--- src/rtl/ula_operand_loader.sv ---
// ula_operand_loader: steps opcode, A and B off one switch bus into ula, then latches Saida after ULA_LAT cycles.
// Define ULA_LOADER_OPCNT_EN to add a saturating completed-operation counter on op_count.
module ula_operand_loader #(
  parameter int SEL_W   = 4,
  parameter int A_W     = 2,
  parameter int B_W     = 2,
  parameter int RES_W   = 3,
  parameter int ULA_LAT = 1
) (
  input  logic             clk,
  input  logic             rst,
  input  logic [3:0]       din,
  input  logic             btn_next,
  input  logic             btn_clear,
  input  logic [RES_W-1:0] ula_saida,
  output logic [SEL_W-1:0] sel,
  output logic [A_W-1:0]   a,
  output logic [B_W-1:0]   b,
  output logic [RES_W-1:0] res,
  output logic             done,
  output logic             busy,
  output logic [2:0]       state_dbg,
  output logic [7:0]       op_count
);
  typedef enum logic [2:0] {S_SEL, S_A, S_B, S_EXEC, S_WAIT, S_SHOW} state_t;
  localparam logic [3:0] LAST = (ULA_LAT == 0) ? 4'd0 : 4'(ULA_LAT - 1);
  state_t     state;
  logic       btn_prev;
  logic [3:0] cnt;
  logic       step;
  assign step      = btn_next & ~btn_prev;
  assign busy      = (state == S_EXEC) || (state == S_WAIT);
  assign state_dbg = state;
  always_ff @(posedge clk) begin
    if (rst) begin
      state    <= S_SEL;
      btn_prev <= 1'b0;
      cnt      <= '0;
      sel      <= '0;
      a        <= '0;
      b        <= '0;
      res      <= '0;
      done     <= 1'b0;
    end else begin
      btn_prev <= btn_next;
      done     <= 1'b0;
      case (state)
        S_SEL:   if (btn_clear) state <= S_SEL;
                 else if (step) begin sel <= din[SEL_W-1:0]; state <= S_A; end
        S_A:     if (btn_clear) state <= S_SEL;
                 else if (step) begin a <= din[A_W-1:0]; state <= S_B; end
        S_B:     if (btn_clear) state <= S_SEL;
                 else if (step) begin b <= din[B_W-1:0]; state <= S_EXEC; end
        S_EXEC:  begin cnt <= '0; state <= S_WAIT; end
        S_WAIT:  if (cnt == LAST) begin res <= ula_saida; done <= 1'b1; state <= S_SHOW; end
                 else cnt <= cnt + 4'd1;
        S_SHOW:  if (btn_clear || step) state <= S_SEL;
        default: state <= S_SEL;
      endcase
    end
  end
`ifdef ULA_LOADER_OPCNT_EN
  always_ff @(posedge clk) begin
    if (rst) op_count <= 8'd0;
    else if (done && op_count != 8'hff) op_count <= op_count + 8'd1;
  end
`else
  assign op_count = 8'd0;
`endif
endmodule

--- config.mk ---
export PLATFORM = sky130hd
export DESIGN_NAME = ula_operand_loader
export DESIGN_NICKNAME = d
export VERILOG_FILES = /design/src/rtl/ula_operand_loader.sv
export SDC_FILE = /design/constraint.sdc
export NUM_CORES = 1
export LEC_CHECK = 0
export ABC_AREA = 1
export CELL_PAD_IN_SITES_DETAIL_PLACEMENT = 1
export CELL_PAD_IN_SITES_GLOBAL_PLACEMENT = 1
export CORE_ASPECT_RATIO = 0.5
export CORE_MARGIN = 2
export CORE_UTILIZATION = 27
export DETAILED_ROUTE_END_ITERATION = 10
export PLACE_DENSITY = 0.7
export SYNTH_ARGS = -nofsm -noshare
export SYNTH_HDL_FRONTEND = slang
export SYNTH_SLANG_ARGS = --single-unit
--- constraint.sdc ---
create_clock -name clk -period 1.09 [get_ports clk]
set_input_delay 0.109 -clock clk [delete_from_list [all_inputs] [get_ports clk]]
set_output_delay 0.109 -clock clk [all_outputs]
set_load 0.02 [all_outputs]
# Yosys cells after proc, flatten, opt, wreduce, memory -nomap -nowiden
# Index checks and enable logic that the tools add are counted.
# totals
reg_bits	20
in_bits	11
out_inout_bits	24
word_cells	48
# classes
addsub	1
bitwise_logic	4
n_eq_ne	11
n_reduce_logical	12
mux	12
# ops
operator	n
$mux 3	8
$pmux 3 s6	1
$ne 3x3->1 const B	3
$reduce_and 3->1	3
$pmux 4 s2	1
$eq 3x2->1 const B	2
$eq 3x3->1 const B	2
$reduce_and 5->1	1
$add 4x1->4 const B	1
$logic_not 4->1	1
$mux 4	1
$ne 2x2->1 const B	2
$reduce_and 2->1	2
$eq 3x1->1 const B	1
$logic_not 3->1	1
$not 1->1	3
$logic_or 1x1->1	2
$ne 2x1->1 const B	1
$reduce_bool 2->1	1
$reduce_or 2->1	1
$and 1x1->1	1
$mux 1	1

# Logic depth before layout (Yosys ltp)
# Gate-level depths: netlist of run 1.
# logic_depth
word_depth	5
ltp_mapped	8
depth_no_buf	8

# Least setup slack after synthesis of run 1
# No wires, ideal clock.
# synth_timing
kind	register to register
start	register state[2], in the netlist state_dbg[2]
end	register state[2], in the netlist state_dbg[2]
stages_incl_launch_ff	6
synth_period_minus_slack_ps	1298
slack_ps	-208
arrival_time_ps	1169
path_buffers	0
required_time_ps	961
setup_time_ps	129
cell_sequence	dfxtp_1 inv_2 nand3_1 nand2_1 a31oi_1 nor2_1
# synth_between
elab_chain_cells	3
word_cells_on_any_way	13
cone_classes	eq/ne: 10; mux: 1; reduce/logical: 2
# synth_rtl
item	line	rtl
start: declaration	27	state_t state;
start signal: assignment	36	state <= S_SEL;
start signal: assignment	48	S_SEL: if (btn_clear) state <= S_SEL;
start signal: assignment	49	else if (step) begin sel <= din[SEL_W-1:0]; state <= S_A; end
$eq 3x1->1, or another cell as far along	47	case (state)
$ne 3x3->1 (no line), or another cell as far along	-	
$reduce_and 5->1 (no line)	-	
# Parallel ways exist; a longest one is shown, timed or not.
# A chain may end at the register's enable or synchronous reset.

# Final worst setup path of run 1
# layout_timing
start	register state[1], in the netlist state_dbg[1]
end	output port busy
# layout_between
elab_chain_cells	2
word_cells_on_any_way	3
cone_classes	eq/ne: 2; reduce/logical: 1
# layout_rtl
item	line	rtl
$eq 3x2->1 or $eq 3x3->1 (tied branches)	32	assign busy = (state == S_EXEC) || (state == S_WAIT);
$logic_or 1x1->1 (*)	32	
end: declaration	21	output logic busy,
# Mark *: on every way between the ends. The rest lies on a longest branch, timed or not.

==> results of run 1 <==
## how the worst max path moves through the flow
| stage | start | to | slack [ns] | depth (start not counted) |
|---|---|---|---|---|
| floorplan | state_dbg[2]$_SDFFE_PP0P_ | cnt[0]$_SDFFE_PP0P_ | -0.02 | 6 |
| finish | state_dbg[1]$_SDFFE_PP0P_ | busy | -0.10 | 4 |
| CTS | state_dbg[0]$_SDFFE_PP0P_ | busy | -0.12 | 4 |
| global route | state_dbg[0]$_SDFFE_PP0P_ | cnt[3]$_SDFFE_PP0P_ | -0.21 | 8 |
| global placement | state_dbg[0]$_SDFFE_PP0P_ | busy | -0.23 | 4 |
| detailed placement | state_dbg[0]$_SDFFE_PP0P_ | busy | -0.26 | 4 |
## synth_stat cells (2+ instances only)
| library cell | instances |
|---|---|
| inv_1 | 14 |
| a21oi_1 | 10 |
| o21ai_0 | 9 |
| dfxtp_1 | 20 |
| buf_4 | 8 |
| nand2_1 | 22 |
| nand2_2 | 3 |
| ha_1 | 2 |
| nand3_1 | 10 |
| nand2_4 | 2 |
| nor2_1 | 32 |
## cell families (layout without fill, tap and decap cells)
kind of cell / after synthesis / after routing / synth area share [%]
buffers and inverters: 24 / 72 / 12.3
XOR/XNOR: 1 / 1 / 0.894
flip-flops: 20 / 20 / 40.9
adder cells (fa/ha/maj): 2 / 2 / 2.55
other: 1 / 8 / 0.383
AND/OR/NAND/NOR: 71 / 71 / 31.8
AO/OA/AOI/OAI: 21 / 21 / 11.2
## worst reg2reg max path: cells and delay by family (launching register included)
family	cells	cell delay, ns
buf+inv	2	0.21
simple gates	4	0.43
compound gates	1	0.10
flops	1	0.38
## power breakdown
| part | internal (W) | switching (W) | total, W | leakage (nW) |
|---|---|---|---|---|
| clock | 0.000260 | 0.000246 | 0.000506 | 0.0228 |
| combinational | 0.000212 | 0.000265 | 0.000477 | 0.599 |
| sequential | 0.000757 | 0.0000192 | 0.000776 | 0.165 |
| total | 0.00123 | 0.000530 | 0.00176 | 0.786 |
## flip-flops by register name, summed over array words and instances (netlist names)
name and flops:
a 2, b 2, btn_prev 1, cnt 4, done 1, res 3, sel 4, state_dbg 3
## final cells by class
class,instances,area (um2)
Fill cell,437,1770
Timing Repair Buffer,53,454
Multi-Input combinational cell,103,632
Clock buffer,4,45.0
Sequential cell,20,410
Inverter,15,73.8
Tap cell,51,63.8
## per-layer routing
metal  GRT usage [%]  up-vias
met2            27.3       22
met3            3.58        0
li1                -      539
met5               0        -
met4            3.58        0
met1            18.3      492
## through the flow
step                      util [%]  setup slack (ns)  hold WS (ns)  area, um2  instances
after global routing          48.6            -0.211         0.444       1680        246
after CTS                     45.3            -0.115         0.441       1560        243
after detailed placement      41.9            -0.264         0.457       1450        237
after global placement        41.9            -0.229         0.454       1450        237
after floorplan                  -           -0.0209         0.216       1020        147
final                         48.6            -0.103         0.433       1680        246
## timing repair
action,4_1_cts,5_1_grt
endpoints found under the setup margin,34,21
pin swaps,11,12
endpoints found under the hold margin,0,0
buffers inserted,2,3
resized for setup,63,29
==> out/results.txt, run 1 <==
Power Dens Cells -> 1050 mW/mm2
Met3 Wirelength -> 99 um
Slowest CP cell -> dfxtp_4
ANT nets after route -> 0
CP arrival -> 1.08 ns
Unrepaired setup endpoints after global routing -> yes
Number of cells on the worst hold path -> 3
Failing checks -> setup timing
Clk root buf -> clkbuf_8
Final Setup Violations -> 20
Synth area leader -> dfxtp_1
CTS tree -> yes
Core Area -> 0.00345 mm2
Detailed-route via count -> 1053
Clk Latency, worst-skew pair -> 0.26 ns
CP max stage delay -> 0.36 ns
Crit. End Element -> output port
Vias in the first global route -> 1050
Worst Path Max Fanout -> 3
Largest net degree at the start of global routing -> 12
Most frequent CP cell -> buf_4
Setup CP Type -> register to output port
Cells after Synth -> 140
Share of cells above drive strength 1 -> 41.5%
First-pass GRT wire length -> 4.68 mm
DRT met1 WL -> 1.40 mm
Post-Route WL -> 3.02 mm
Final worst-path cycle share -> 109%
Max VDD drop -> 380 uV
TritonRoute pass-1 iters -> 4
Die Ht -> 46.6 um
Top post-synthesis cells by area -> dfxtp_1 (41%), nor2_1 (12%), nand2_1 (8.4%), buf_4 (6.1%), inv_1 (5.4%)
Avg Inst Size Synth -> 7.00 um2
Die area -> 0.00416 mm2
Critical path, cell by cell -> buf_4, nand3_1, nand2_2, buf_4
Drc violations -> 0
Min cycle time layout -> 1.19 ns
Synth unique cells -> 19
GP Congestion -> 0.802
Status -> finished, violations left
Clk buf depth -> 2
Top Ports -> 35
Detailed placer's ending HPWL -> 2.06 mm
CP top delay family -> flip-flops
Final worst setup slack -> -0.103 ns
Design Power -> 0.00176 W
Number of synthesized flops with an enable pin -> 0
GRT overflow -> 0
WP buf/inv -> 2
Synth warn -> 0
Worst min path class -> input pin to register
Row count -> 15
GRT Overall Usage -> 15.0%
Startpoint Class -> register
Cts bufs inserted -> 3
Leakage -> 0.786 nW
Async set-reset flop share out of synthesis -> 0%
Reg-to-reg slack, setup -> -0.10 ns
Initial DRC Count -> 14
Antenna violations before repair -> 0
N_diodes -> 0
# hold bufs at CTS -> 0
Avg WL per Cell -> 12.3 um
Syn-to-layout area delta -> 71.4%
Number of max-cap violations -> 0
Worst hold start -> din[2]
Final hold violations -> 0
Sequential fraction of the synthesis area -> 40.9%
R2r startpoint -> state_dbg[2]$_SDFFE_PP0P_
Most used DFF post-synth -> dfxtp_1
Synthesized area -> 980 um2
Synth top area share -> 40.9%
Clock slew at reported path FFs -> 0.08 ns
H-Tree Depth -> 1
Setup Skew -> 0.00313 ns
Initial core utilization -> 28.4%
Top sig layer -> met3
Fmax -> 838 MHz
Die Span X -> 89.2 um
Nets -> 209
Port bufs -> 26
FF+latch count, synth -> 20
RR Endpoint -> state_dbg[0]$_SDFFE_PP0P_
Post-route setup TNS -> -1.27 ns
Max Slew Vio Count -> 0
R2R depth -> 7
Via-to-Cell Ratio -> 4.28
Most frequent cells in the layout -> nor2_1 (23), buf_4 (23), dfxtp_1 (16)
Worst Hold End -> sel[2]$_SDFFE_PP0P_
Critical Path RT -> 0.98 ns
Met2 wire len -> 1.52 mm
Clk sinks -> 20
Note: power is estimated with default switching activity, not from simulation.
==> run 2, diff against run 1 <==
SETUP_SLACK_MARGIN = 0.1   (was unset)
SKIP_CTS_REPAIR_TIMING = 1   (was unset)
==> run 2 against run 1 <==
Effect of this change: critical endpoint is now cnt[2]$_SDFFE_PP0P_; global-route usage shrank 1.1 points; setup slack lost 0.13 ns; first-iteration DRC count grew to 5.0 times the previous value; critical path depth grew 4; the run still ends with setup timing left; routed wire length grew 23%.
==> out/results.txt, run 2 (synthesized netlist as in run 1, its figures left out) <==
Placed cell areas -> 0.00147 mm2 (+1.8%)
Avg WL per Cell -> 15.0 um (+22%)
GP Congestion -> 0.777 (-3.1%)
Share of cells above drive strength 1 -> 43.9% (+2.3 points)
Startpoint Class -> register
Die Ht -> 46.6 um (unchanged)
Final worst-path cycle share -> 121% (+12 points)
Largest net degree at the start of global routing -> 12 (unchanged)
Final Setup Violations -> 20 (unchanged)
Setup CP Type -> register to register
Final worst setup slack -> -0.234 ns (-0.131 ns)
Design Power -> 0.00185 W (+5.5%)
Drc violations -> 0 (unchanged)
Max Slew Vio Count -> 0 (unchanged)
Nets -> 210 (+0.48%)
Power Dens Cells -> 1040 mW/mm2 (-0.34%)
Worst Path Max Fanout -> 4 (+1)
Final Hold Slack -> 0.459 ns (+0.0264 ns)
TritonRoute pass-1 iters -> 4 (unchanged)
Row count -> 15 (unchanged)
Vias in the first global route -> 992 (-5.5%)
Die Span X -> 89.2 um (unchanged)
DP Worst Slack -> -0.264 ns (+0.000138 ns)
Fmax -> 755 MHz (-9.9%)
Final Instance Area -> 0.00178 mm2 (+5.8%)
Clk Latency, worst-skew pair -> 0.26 ns (about the same)
GRT overflow -> 0 (unchanged)
Top Ports -> 35 (unchanged)
Unrepaired setup endpoints after global routing -> yes
Clock slew at reported path FFs -> 0.07 ns (about the same)
Via-to-Cell Ratio -> 4.57 (+6.8%)
Most common cell after layout, fill and taps aside -> nor2_1
Crit. End Element -> register
Number of max-cap violations -> 0 (unchanged)
H-Tree Depth -> 1 (unchanged)
Syn-to-layout area delta -> 81.4%
GRT Overall Usage -> 13.9% (-1.1 points)
Leakage -> 0.981 nW (+25%)
Status -> finished, violations left
Initial DRC Count -> 70 (+56)
Clk buf depth -> 2 (unchanged)
Clk root buf -> clkbuf_8
First-pass GRT wire length -> 4.33 mm (-7.5%)
Core Area -> 0.00345 mm2 (unchanged)
Detailed-route via count -> 1129 (+7.2%)
Clk sinks -> 20 (unchanged)
Critical Path RT -> 1.27 ns (+0.29 ns)
N_diodes -> 0 (unchanged)
CTS tree -> yes
ANT nets after route -> 0 (unchanged)
Post-Route WL -> 3.71 mm (+23%)
Die area -> 0.00416 mm2 (unchanged)
Worst min path class -> input pin to register
Antenna violations before repair -> 0 (unchanged)
CP arrival -> 1.51 ns (+0.43 ns)
Max VDD drop -> 640 uV (+69%)
Final hold violations -> 0 (unchanged)
Most frequent cells in the layout -> nor2_1 (24), buf_4 (20), dfxtp_1 (15)
Min cycle time layout -> 1.32 ns (+0.131 ns)
Setup Skew -> 0.00150 ns (-0.00162 ns)
Detailed placer's ending HPWL -> 2.13 mm (+3.1%)
Cts bufs inserted -> 3 (unchanged)
Initial core utilization -> 28.4% (unchanged)
Port bufs -> 26 (unchanged)
Largest regs -> cnt: 4 flops, sel: 4 flops
Failing checks -> setup timing
[run 2: cell count changes in the layout (fill, tap and decap cells not counted), moves of 2 or more]
cell            change
buf_4               -3
nand3_1             +3
o21ai_1             -3
nand3_2             -2
buf_6               +5
dlymetal6s2s_1     +13
nand2_1             -2
buf_2               -3
o21ai_2             +2
nand2_2             +2
dlygate4sd2_1      -11
[run 2: final cells by class]
class                   instances  area (um2)
clock buffers                   4        55.1
repair buffers                 54         539
well taps                      51        63.8
fillers                       426        1680
multi-input cells             103         633
inverters                      15        71.3
flip-flops and latches         20         414
[run 2: per-layer routing]
metal | global-route usage [%] | vias up | part of all wire, %
met3 | 3.94 | 12 | 4.8
met5 | 0 | - | 0
met2 | 25.3 | 38 | 51
li1 | - | 541 | -
met4 | 3.58 | 0 | 3.7
met1 | 16.6 | 538 | 40
[run 2: report_power, final]
group          internal [W]  total (W)  switching, W
combinational      0.000231   0.000511      0.000280
sequential         0.000755   0.000774     0.0000188
clock              0.000322   0.000570      0.000248
[run 2: final timing paths]
kind | cells past startpoint | slack [ns] | startpoint | to
worst max-delay path | 8 | -0.23 | state_dbg[0]$_SDFFE_PP0P_ | cnt[2]$_SDFFE_PP0P_
worst min-delay path | 3 | 0.46 | ula_saida[2] | res[2]$_SDFFE_PP0P_
worst max register to register | 8 | -0.23 | state_dbg[0]$_SDFFE_PP0P_ | cnt[2]$_SDFFE_PP0P_
worst min register to register | 2 | 0.47 | sel[1]$_SDFFE_PP0P_ | sel[1]$_SDFFE_PP0P_
[run 2: worst max-delay path, cell delays in order (launching register included)]
cell and delay [ns]:
dfxtp_4 0.37, buf_6 0.13, inv_4 0.06, nand2_4 0.06, nor2_4 0.17, nand2_4 0.12
nand2_4 0.10, nand2_2 0.07, a21oi_2 0.17
[run 2: through the flow]
step	utilization, %	cells	setup TNS (ns)
global route	51.4	247	-3.57
CTS	44.2	242	-7.07
detailed placement	42.6	238	-3.67
floorplan	-	147	0
global placement	42.6	238	-2.98
finish	51.4	247	-2.48
